### src/rtl/incoming_buf_pkg.sv
// Shared types and sizing helpers for the incoming AXI R-beat buffer.
package incoming_buf_pkg;

  localparam int ID_WIDTH_DEF   = 4;
  localparam int DATA_WIDTH_DEF = 64;
  localparam int RESP_WIDTH_DEF = 2;
  localparam int DEPTH_DEF      = 16;

  localparam int PTR_W = (DEPTH_DEF <= 2) ? 1 : $clog2(DEPTH_DEF);
  localparam int CNT_W = $clog2(DEPTH_DEF + 1);

  typedef struct packed {
    logic [ID_WIDTH_DEF-1:0]   id;
    logic [DATA_WIDTH_DEF-1:0] data;
    logic [RESP_WIDTH_DEF-1:0] resp;
    logic                      last;
  } r_entry_t;

  function automatic int ptr_width(input int depth);
    return (depth <= 2) ? 1 : $clog2(depth);
  endfunction

  function automatic int cnt_width(input int depth);
    return $clog2(depth + 1);
  endfunction

endpackage

### src/rtl/r_if.sv
// AXI R channel bundle: beats flow from sender to receiver under valid/ready.
interface r_if #(
  parameter int ID_WIDTH   = 4,
  parameter int DATA_WIDTH = 64,
  parameter int RESP_WIDTH = 2
);
  logic [ID_WIDTH-1:0]   id;
  logic [DATA_WIDTH-1:0] data;
  logic [RESP_WIDTH-1:0] resp;
  logic                  last;
  logic                  valid;
  logic                  ready;

  modport sender   (output id, data, resp, last, valid, input ready);
  modport receiver (input id, data, resp, last, valid, output ready);
endinterface

### src/rtl/incoming_response_buffer_rob_fifo_ctrl.sv
// Pointer/occupancy bookkeeping for the incoming R-beat FIFO; flags are
// decoded straight from the registered count.
module rob_fifo_ctrl
  import incoming_buf_pkg::*;
#(
  parameter int DEPTH = DEPTH_DEF,
  parameter int PW    = PTR_W,
  parameter int CW    = CNT_W
) (
  input  logic          clk,
  input  logic          rst,
  input  logic          push,
  input  logic          pop,
  output logic [PW-1:0] wr_ptr,
  output logic [PW-1:0] rd_ptr,
  output logic          full,
  output logic          empty
);

  logic [CW-1:0] count;

  assign full  = (count == CW'(DEPTH));
  assign empty = (count == '0);

  // Pointers wrap at DEPTH-1 independently so non-power-of-two depths work.
  always_ff @(posedge clk) begin
    if (rst) begin
      wr_ptr <= '0;
      rd_ptr <= '0;
      count  <= '0;
    end else begin
      if (push) begin
        wr_ptr <= (wr_ptr == PW'(DEPTH - 1)) ? '0 : wr_ptr + 1'b1;
      end
      if (pop) begin
        rd_ptr <= (rd_ptr == PW'(DEPTH - 1)) ? '0 : rd_ptr + 1'b1;
      end
      case ({push, pop})
        2'b10:   count <= count + 1'b1;
        2'b01:   count <= count - 1'b1;
        default: count <= count;
      endcase
    end
  end

endmodule

### src/rtl/incoming_response_buffer.sv
// Incoming AXI R-beat FIFO with complete-burst tracking. Define
// INCOMING_STORE_FORWARD_EN to hold beats until a full burst is buffered.
module incoming_response_buffer
  import incoming_buf_pkg::*;
#(
  parameter int ID_WIDTH   = ID_WIDTH_DEF,
  parameter int DATA_WIDTH = DATA_WIDTH_DEF,
  parameter int RESP_WIDTH = RESP_WIDTH_DEF,
  parameter int DEPTH      = DEPTH_DEF
) (
  input  logic                       clk,
  input  logic                       rst,
  r_if.receiver                      r_in,
  r_if.sender                        r_out,
  output logic                       Incoming_buffer_full,
  output logic [$clog2(DEPTH+1)-1:0] burst_count
);

  localparam int PW = ptr_width(DEPTH);
  localparam int CW = cnt_width(DEPTH);

  typedef struct packed {
    logic [ID_WIDTH-1:0]   id;
    logic [DATA_WIDTH-1:0] data;
    logic [RESP_WIDTH-1:0] resp;
    logic                  last;
  } entry_t;

  entry_t        mem [DEPTH];
  entry_t        head;
  logic [PW-1:0] wr_ptr;
  logic [PW-1:0] rd_ptr;
  logic          full;
  logic          empty;
  logic          push;
  logic          pop;
  logic          out_valid;

  rob_fifo_ctrl #(
    .DEPTH (DEPTH),
    .PW    (PW),
    .CW    (CW)
  ) u_ctrl (
    .clk    (clk),
    .rst    (rst),
    .push   (push),
    .pop    (pop),
    .wr_ptr (wr_ptr),
    .rd_ptr (rd_ptr),
    .full   (full),
    .empty  (empty)
  );

  assign r_in.ready = ~full;
  assign push       = r_in.valid & ~full;
  assign head       = mem[rd_ptr];

`ifdef INCOMING_STORE_FORWARD_EN
  // Full forces release so a burst longer than DEPTH cannot deadlock.
  assign out_valid = ~empty & ((burst_count != '0) | full);
`else
  assign out_valid = ~empty;
`endif

  assign pop         = out_valid & r_out.ready;
  assign r_out.valid = out_valid;
  assign r_out.id    = head.id;
  assign r_out.data  = head.data;
  assign r_out.resp  = head.resp;
  assign r_out.last  = head.last;

  assign Incoming_buffer_full = full;

  always_ff @(posedge clk) begin
    if (push) begin
      mem[wr_ptr] <= '{id: r_in.id, data: r_in.data, resp: r_in.resp, last: r_in.last};
    end
  end

  // A burst counts as stored from the push of its last beat until that beat pops.
  always_ff @(posedge clk) begin
    if (rst) begin
      burst_count <= '0;
    end else begin
      case ({push & r_in.last, pop & head.last})
        2'b10:   burst_count <= burst_count + 1'b1;
        2'b01:   burst_count <= burst_count - 1'b1;
        default: burst_count <= burst_count;
      endcase
    end
  end

endmodule

### src/flat_wrapper.sv
// flat-port wrapper written by rule: the top's interface ports become plain ports
module incoming_response_buffer_flat import incoming_buf_pkg::*;
#(
  parameter int ID_WIDTH   = ID_WIDTH_DEF,
  parameter int DATA_WIDTH = DATA_WIDTH_DEF,
  parameter int RESP_WIDTH = RESP_WIDTH_DEF,
  parameter int DEPTH      = DEPTH_DEF
)
  (clk, rst, Incoming_buffer_full, burst_count, r_in_id, r_in_data, r_in_resp, r_in_last, r_in_valid, r_in_ready, r_out_id, r_out_data, r_out_resp, r_out_last, r_out_valid, r_out_ready);
  r_if #(.ID_WIDTH(ID_WIDTH), .DATA_WIDTH(DATA_WIDTH), .RESP_WIDTH(RESP_WIDTH)) r_in_i ();
  r_if #(.ID_WIDTH(ID_WIDTH), .DATA_WIDTH(DATA_WIDTH), .RESP_WIDTH(RESP_WIDTH)) r_out_i ();
  input  logic clk;
  input  logic rst;
  output logic Incoming_buffer_full;
  output logic [$clog2(DEPTH+1)-1:0] burst_count;
  input wire logic [$bits(r_in_i.id)-1:0] r_in_id;
  input wire logic [$bits(r_in_i.data)-1:0] r_in_data;
  input wire logic [$bits(r_in_i.resp)-1:0] r_in_resp;
  input wire logic [$bits(r_in_i.last)-1:0] r_in_last;
  input wire logic [$bits(r_in_i.valid)-1:0] r_in_valid;
  output wire logic [$bits(r_in_i.ready)-1:0] r_in_ready;
  output wire logic [$bits(r_out_i.id)-1:0] r_out_id;
  output wire logic [$bits(r_out_i.data)-1:0] r_out_data;
  output wire logic [$bits(r_out_i.resp)-1:0] r_out_resp;
  output wire logic [$bits(r_out_i.last)-1:0] r_out_last;
  output wire logic [$bits(r_out_i.valid)-1:0] r_out_valid;
  input wire logic [$bits(r_out_i.ready)-1:0] r_out_ready;
  assign r_in_i.id = r_in_id;
  assign r_in_i.data = r_in_data;
  assign r_in_i.resp = r_in_resp;
  assign r_in_i.last = r_in_last;
  assign r_in_i.valid = r_in_valid;
  assign r_in_ready = r_in_i.ready;
  assign r_out_id = r_out_i.id;
  assign r_out_data = r_out_i.data;
  assign r_out_resp = r_out_i.resp;
  assign r_out_last = r_out_i.last;
  assign r_out_valid = r_out_i.valid;
  assign r_out_i.ready = r_out_ready;
  incoming_response_buffer #(.ID_WIDTH(ID_WIDTH), .DATA_WIDTH(DATA_WIDTH), .RESP_WIDTH(RESP_WIDTH), .DEPTH(DEPTH)) u_core (.clk(clk), .rst(rst), .r_in(r_in_i), .r_out(r_out_i), .Incoming_buffer_full(Incoming_buffer_full), .burst_count(burst_count));
endmodule
### config.mk
export PLATFORM = sky130hd
export DESIGN_NAME = incoming_response_buffer_flat
export DESIGN_NICKNAME = d
export VERILOG_FILES = /design/src/rtl/incoming_buf_pkg.sv /design/src/rtl/r_if.sv /design/src/rtl/incoming_response_buffer_rob_fifo_ctrl.sv /design/src/rtl/incoming_response_buffer.sv /design/src/flat_wrapper.sv
export SDC_FILE = /design/constraint.sdc
export NUM_CORES = 1
export LEC_CHECK = 0
export ABC_AREA = 1
export CORE_MARGIN = 5
export CORE_UTILIZATION = 45
export DETAILED_ROUTE_END_ITERATION = 6
export DONT_BUFFER_PORTS = 1
export PLACE_DENSITY_LB_ADDON = 0.3
export SYNTH_ARGS = -nofsm -noshare
export SYNTH_HDL_FRONTEND = slang
export SYNTH_SLANG_ARGS = --single-unit
### constraint.sdc
create_clock -name clk -period 11.3 [get_ports clk]
set_input_delay 2.825 -clock clk [delete_from_list [all_inputs] [get_ports clk]]
set_output_delay 2.825 -clock clk [all_outputs]
set_load 0.01 [all_outputs]
Word level (Yosys, flattened, before mapping) --
Memory sizes are Yosys's and may differ from the RTL's. A register that Yosys moved wholly into a read port is not among the register bits. Index checks and enable logic that the tools add are counted. Widths: inputs -> output; s select.
Word-level totals: register bits 18, memory bits (writable) 1136, bits of input ports 75, memories 1
Cells by class: add/sub/neg operators 6, equal/unequal tests 7, muxes and demuxes 8, bitwise operators 6, reduce and logical (&&, ||, !) cells 3
Memory list:
- u_core.mem | words 16, bits a word 71, rd ports 1, clocked after memory_dff 1, write ports 1, RTL line incoming_response_buffer.sv:29 | entry_t mem [DEPTH];
Operator list (number):
- $pmux 5 s2 | 2
- $mux 4 | 4
- $add 5x1->5 const B | 2
- $sub 5x1->5 const B | 2
- $add 4x1->4 const B | 2
- $eq 4x4->1 const B | 2
- $eq 5x5->1 const B | 1
- $logic_not 5->1 | 1
- $and 1x1->1 | 4
- $eq 2x1->1 const B | 2
- $eq 2x2->1 const B | 2
- $reduce_bool 2->1 | 2
- $mux 1 | 2
- $not 1->1 | 2

Depth between registers and ports, before layout --
Gate-level depths: netlist of the first run.
word-level depth 6, depth in mapped cells 19

Hierarchy --
Synthesis of the first run repeated with hierarchy kept, for this count alone.
Unflattened totals: cells, all modules 3492, area total of the unflattened synthesis 45808.9 µm²
By module, submodules not included:
- incoming_response_buffer | times used 1, cells an instance 3388, area an instance 45067.0 µm², seq. area each 34212.8 µm²
- rob_fifo_ctrl | times used 1, cells an instance 104, area an instance 742.0 µm², seq. area each 260.2 µm²

Worst setup path after synthesis of the first run --
No wires, ideal clock.
path type input -> register, from input r_in_valid, to memory u_core.mem[7][0] (netlist bit) (enable), arrival time 7.802 ns, path slack 2.911 ns, stages 2, path buffers 0, path through nand2_1 > nor3_1
On the way: cells in the longest elaborated chain, start to end 3
RTL lines:
- start: declaration | RTL line flat_wrapper.sv:20 | input wire logic [$bits(r_in_i.valid)-1:0] r_in_valid;
- $and 1x1->1 | RTL line incoming_response_buffer.sv:55 | assign push = r_in.valid & ~full;
- $mux 1 | RTL line incoming_response_buffer.sv:75 | if (push) begin
- $mux 1 (not written as such) | RTL line incoming_response_buffer.sv:76 | mem[wr_ptr] <= '{id: r_in.id, data: r_in.data, resp: r_in.resp, last: r_in.last};
- end: declaration | RTL line incoming_response_buffer.sv:29
Every way passes these cells.

==> results of run 1 <==
## synth_stat cells (all sizes together)
library cell  count  share of area, %
o211ai          280               4.6
nor3              4             0.044
edfxtp         1136                74
clkbuf          120              0.98
buf             115               1.3
clkinv            1            0.0082
a21oi           147               1.6
ha               13              0.35
nand2           132               1.1
xor2              2             0.038
dfxtp            22              0.96
o2111ai           1             0.019
nand3           156               1.7
nand4             2             0.027
xnor2             4             0.076
fa                2             0.087
o21ai           574               6.3
nand3b            1             0.016
inv             177               1.4
or2               2             0.027
nor2            604               4.9
## sequential cells by signal, indices dropped and copies added (netlist names), named ones only
register / flops
u_core.mem: 1136
u_core.u_ctrl.rd_ptr: 4
u_core.u_ctrl.wr_ptr: 4
u_core.burst_count: 5
u_core.u_ctrl.count: 5
## placed cells by master, fill, tap and decap left out, types with 3 or more instances in the layout
cell type / instances
edfxtp_1: 1136
dfxtp_4: 4
nor2_4: 15
dfxtp_1: 18
o21ai_0: 509
nand3_1: 156
buf_12: 4
o211ai_1: 280
ha_1: 13
nor2_1: 589
bufinv_16: 6
nand2_1: 132
clkinv_1: 30
buf_4: 42
clkbuf_16: 115
a21oi_1: 147
o21ai_1: 65
clkbuf_1: 24
clkinv_2: 24
xnor2_1: 4
inv_1: 174
inv_6: 5
nor3_1: 3
## worst max-delay path, delay by kind of cell (launching register included)
family,cells,cell delay (ns)
compound gates,2,0.22
buf+inv,2,1.85
simple gates,4,0.61
flops,1,0.71
## worst min path at each step
stage | from | end | slack, ns | cells after the start
detailed placement | u_core.u_ctrl.rd_ptr[1] | flop | 0.49 | 2
global placement | u_core.u_ctrl.rd_ptr[1] | flop | 0.49 | 2
CTS | u_core.u_ctrl.rd_ptr[1] | flop | 0.50 | 2
finish | u_core.u_ctrl.rd_ptr[1] | flop | 0.50 | 2
global route | u_core.u_ctrl.count[4] | u_core.u_ctrl.count[4] | 0.54 | 2
floorplan | u_core.u_ctrl.count[0] | u_core.u_ctrl.count[0] | 0.46 | 1
## kinds of logic (layout without fill, tap and decap cells)
family                     after synthesis  count (layout)  share of synthesized area (%)
buffers and inverters                  413             432                          3.758
other                                    0               2                              0
adders and majority gates               15              15                         0.4421
AOI/OAI and AO/OA                     1002            1002                          12.47
DFF                                   1158            1158                          75.37
xor gates and xnor gates                 6               6                         0.1146
and+or+nand+nor                        901             901                          7.843
## metal layers
layer  vias to the layer above  global-route usage (%)  part of all wire, %
met5                         -                       0                    0
met1                     13810                   27.83                   43
met3                       156                   4.411                  7.3
li1                      12690                       -                    -
met2                       856                   33.14                   47
met4                         0                   5.688                  2.6
## power by group through the flow
stage	Clock [W]	Sequential [W]	Combinational (W)
floorplan	0	0.00496	0.00170
global placement	0	0.00501	0.00220
detailed placement	0	0.00501	0.00223
CTS	0.00362	0.00492	0.00224
global route	0.00381	0.00493	0.00249
finish	0.00355	0.00492	0.00221
## stage by stage
step / power [W] / hold WS (ns) / cells / setup slack [ns] / util, %
after global routing: 0.01124 / 0.5354 / 4882 / 3.865 / 49.81
after detailed placement: 0.007241 / 0.4916 / 4674 / 4.984 / 46.38
final: 0.01068 / 0.4980 / 4884 / 4.282 / 49.82
after CTS: 0.01078 / 0.5023 / 4882 / 4.235 / 49.81
after global placement: 0.007211 / 0.4870 / 4674 / 5.010 / 46.38
after floorplan: 0.006663 / 0.4555 / 3495 / 2.911 / -
## cell type report
class | instances | area [um^2]
clock buffer | 139 | 2968
multi-input combinational | 1924 | 9688
sequential | 1158 | 34570
timing repair buffer | 46 | 395.4
tap | 1368 | 1712
fill | 8593 | 50910
antenna | 2 | 5.005
clock inverter | 69 | 515.5
inverter | 178 | 688.2
==> results.md, run 1 <==
- Clock buffer depth: 3
- RR Endpoint: u_core.burst_count[4]
- Synth warnings: 0
- DRC viols: 0
- Vias in the first global route: 26280
- Seq/Total Area, Yosys: 75.37%
- Clock power share: 33.2%
- Clk Latency, worst-skew pair: 0.68 ns
- Clock Sink Count: 1158
- Slowest CP cell: buf_4
- Power density over the cells: 211.4 nW/um^2
- Setup Skew: 0.02585 ns
- RSZ-0062 raised after global routing: false
- HP Class: flop to flop
- Routed WL: 112.5 mm
- # setup viols final: 0
- Row count: 117
- Initial Util: 45.19%
- Core area: 101400 um^2
- Crit. End Element: output pin
- Comb pwr share: 20.7%
- Area Growth Syn to Fin: 10.24%
- Post-Place Cell Area: 47050 um^2
- TritonCTS clock tree: yes
- Final layout net count: 3512
- Setup TNS: 0 ns
- Via count: 27510
- Die width: 329.2 um
- Final hold vios: 0
- Slew headroom: 23.26%
- Worst path max stage delay: 0.98 ns
- Post-CTS setup buffers: 0
- Crit path cell chain: buf_4, buf_4, nor2_1, nor2_1, o21ai_0, o211ai_1, nand3_1, nand2_1
- Worst IR Drop VDD: 0.0001336 V
- Crit Path Category: flop to output pin
- Die ar.: 108400 um^2
- Minimum clock period: 7.018 ns
- Net Count, Synth: 3585
- Vias per cell: 5.633
- Leak pwr: 16.35 nW
- Startpoint types: flop
- R2R cell count: 17
- Sw Ratio: 30.17%
- Largest net degree at the start of global routing: 239
- Flops & latches, synth: 1158
- # IOs: 154
- Routed len/inst: 23.04 um
- Final ANT Viol Nets: 0
- H-tree lvl count: 3
- Max-cap viol count: 0
- Initial antenna violation count: 1
- Avg Inst Size Synth: 13.12 um^2
- Flop pwr share: 46.1%
- Design Area, Final: 50540 um^2
- Drt first pass iters: 5
- P_sw: 0.003223 W
- Clk slew on worst S/H paths: 0.06 ns
- Fin. max-slew vios: 0
- Status: completed
- Global-route wire length before repair: 166.4 mm
- Cell internal pwr: 0.007461 W
- Hold buffer count at cts: 0
- Syn Inst Count: 3495
- Critical path arrival: 4.19 ns
- Chip height: 329.2 um
- GPL Wtd Cong: 0.7385
- R2r setup slk: 6.72 ns
- I/O Buffers: 0
- Post-cts repair resize count: 0
- Post-synth design cell area: 45850 um^2
- Dpl hpwl: 52.44 mm
- Cts bufs inserted: 114
- Fin crit share: 62.11%
- Worst-path maximum fanout: 118
- Achievable Freq: 142.5 MHz
- Root buf cell: clkbuf_16
- Starting DRT DRC Count: 2918
- Slew @ Worst Pin: 1.151 ns
- Data required, critical path: 8.48 ns
- Aggregate global-route resource usage: 20.30%
- GR Overflow Total: 0
- Ratio of cells with drive above 1 in the final layout: 6.431%
- CP Capture Point: r_out_data[16]
- Distinct cells, synth: 26
(Power assumes the default switching activity.)
==> run 2, diff against run 1 <==
==> constraint.sdc (replaced) <==
create_clock -name clk -period 7.27 [get_ports clk]
set_input_delay 1.8175 -clock clk [delete_from_list [all_inputs] [get_ports clk]]
set_output_delay 1.8175 -clock clk [all_outputs]
set_load 0.01 [all_outputs]
==> run 2 against run 1 <==
  * Clock power is 60% higher
  * Largest power group unchanged
  * Clock skew rose by 0.021 ns
  * Die area is the same
  * Sequential cell count unchanged
  * Hold slack better by 0.0074 ns
  * Critical path depth down 3
  * First-iteration DRC count shrank 11%
  * Wire length rose by 0.92%
  * Worst setup slack lost 2.4 ns
  * Via count shrank 0.46%
==> results.md, run 2 (synthesized netlist as in run 1, its figures left out) <==
- Status: completed
- Hold buffer count at cts: 0 (unchanged)
- Filler-free cell count of the finished design: 4882 (-0.041%)
- R2r setup slk: 2.67 ns (-4.05 ns)
- RSZ-0062 raised after global routing: false
- Commonest non-fill, non-tap cell in the layout: edfxtp_1
- I/O Buffers: 0 (unchanged)
- Biggest register: u_core.mem
- Largest register FFs: 1136 (unchanged)
- Final layout net count: 3511 (-0.028%)
- Row count: 117 (unchanged)
- Chip height: 329.2 um (unchanged)
- HP Class: flop to flop
- Largest net degree at the start of global routing: 237 (-0.84%)
- Data required, critical path: 5.45 ns (-3.03 ns)
- Core area: 101400 um^2 (unchanged)
- Tot Pwr: 0.01678 W (+57%)
- Minimum clock period: 5.395 ns
- Root buf cell: clkbuf_16
- TritonCTS clock tree: yes
- Startpoint types: flop
- Clk Latency, worst-skew pair: 0.71 ns (+0.03 ns)
- Leak pwr: 16.40 nW (+0.32%)
- Cts bufs inserted: 118 (+3.5%)
- Clock buffer depth: 3 (unchanged)
- Crit path buf inv count: 1 (-1)
- GR Overflow Total: 0 (unchanged)
- Routed WL: 113.6 mm (+0.92%)
- Clk slew on worst S/H paths: 0.06 ns (about the same)
- Die width: 329.2 um (unchanged)
- DRC viols: 0 (unchanged)
- Final ANT Viol Nets: 0 (unchanged)
- Area Growth Syn to Fin: 10.72%
- # IOs: 154 (unchanged)
- Post-cts repair resize count: 0 (unchanged)
- Worst-path maximum fanout: 115 (-2.5%)
- Worst IR Drop VDD: 0.0002474 V (+85%)
- Slowest CP cell: dfxtp_4
- Hold path cells: 2 (unchanged)
- Setup Skew: 0.04656 ns (+0.02070 ns)
- Crit path cell chain: buf_4, o21ai_0, o211ai_1, nand3_1, nand2_1
- Max-cap viol count: 0 (unchanged)
- Min-delay src: u_core.u_ctrl.count[4]
- CP top delay family: flip-flops
- R2R cell count: 15 (-2)
- Post-layout util: 50.04% (+0.22 points)
- Setup TNS: 0 ns (unchanged)
- Slew headroom: 24.66% (+1.4 points)
- Clock Sink Count: 1158 (unchanged)
- Aggregate global-route resource usage: 20.62% (+0.32 points)
- Final hold vios: 0 (unchanged)
- Initial Util: 45.19% (unchanged)
- Via count: 27390 (-0.46%)
- Fin crit share: 74.21%
- Commonest cells after routing, fill and taps aside: 1136 x edfxtp_1, 589 x nor2_1, 509 x o21ai_0
- Ratio of cells with drive above 1 in the final layout: 6.289% (-0.14 points)
- H-tree lvl count: 3 (unchanged)
- Cell total after placement: 4669 (-0.11%)
- RR Endpoint: u_core.burst_count[4]
- Power density over the cells: 330.6 nW/um^2 (+56%)
- Dpl hpwl: 52.93 mm (+0.93%)
- # setup viols final: 0 (unchanged)
- Starting DRT DRC Count: 2595 (-11%)
- Vias per cell: 5.610 (-0.42%)
- Antenna cells: 0 (-2)
- Pre-CTS setup slack: 2.573 ns (-2.412 ns)
- Drt first pass iters: 5 (unchanged)
- Crit. End Element: output pin
- Achievable Freq: 185.4 MHz
- Biggest regs: u_core.mem: 1136 flops, u_core.burst_count: 5 flops, u_core.u_ctrl.count: 5 flops
- Post-CTS setup buffers: 0 (unchanged)
- Vias in the first global route: 26940 (+2.5%)
- Crit Path Category: flop to output pin
- Slew @ Worst Pin: 1.126 ns (-0.02479 ns)
- Global-route wire length before repair: 169.4 mm (+1.8%)
- Fin. max-slew vios: 0 (unchanged)
- Initial antenna violation count: 2 (+1)
- Worst path max stage delay: 0.98 ns (about the same)
- FILL cells: 8542 (-0.59%)
- Critical path arrival: 3.58 ns (-0.61 ns)
- Hold endpoint: u_core.u_ctrl.count[4]
- Die ar.: 108400 um^2 (unchanged)
- Routed len/inst: 23.26 um (+0.96%)
- GPL Wtd Cong: 0.7418 (+0.45%)
- Final setup margin: 1.875 ns (-2.406 ns)
-- run 2: metal layers --
metal	up-vias	part of all wire, %	global-route usage (%)
met3	182	6.9	4.213
li1	12680	-	-
met4	0	2.7	5.762
met2	837	48	34.15
met1	13690	43	28.04
met5	-	0	0
-- run 2: worst reg2reg max path: stages, from the launching register on --
cell and delay (ns):
dfxtp_4 0.98, inv_8 0.57, buf_12 0.47, nand2_1 0.13, nand3_1 0.06, nand3_1 0.10
nand3_1 0.15, a21oi_1 0.57, ha_1 0.41, inv_1 0.09, fa_1 0.40, o21ai_0 0.26
nand3_1 0.11, nand2_1 0.07, nand2_1 0.05, a21oi_1 0.11
-- run 2: worst max path at each step --
stage,endpoint,cells past startpoint,slack [ns]
finish,r_out_data[40],5,1.88
global route,r_out_data[40],7,1.56
CTS,r_out_data[40],5,1.80
detailed placement,r_out_data[40],7,2.57
global placement,r_out_data[46],5,2.60
floorplan,u_core.mem[11][0],4,1.53
-- run 2: where the power goes --
| group | total, W | internal [W] | switching [W] |
|---|---|---|---|
| sequential | 0.00767 | 0.00752 | 0.000155 |
| combinational | 0.00344 | 0.000985 | 0.00245 |
| clock | 0.00567 | 0.00318 | 0.00249 |
-- run 2: cell type report --
class / instances / area (um^2) / share of cell area [%]
tap: 1368 / 1712 / 3.372
sequential: 1158 / 34570 / 68.10
clock buffer: 156 / 3115 / 6.137
timing repair buffer: 41 / 495.5 / 0.9761
multi-input combinational: 1924 / 9694 / 19.10
clock inverter: 57 / 489.2 / 0.9637
inverter: 178 / 688.2 / 1.356
-- run 2: through the flow --
step,hold slack (ns),area (um^2)
6_report,0.5054,50760
5_1_grt,0.5368,50760
4_1_cts,0.5091,50760
3_5_place_dp,0.5016,47160
3_3_place_gp,0.4840,47160
2_1_floorplan,0.4555,45850
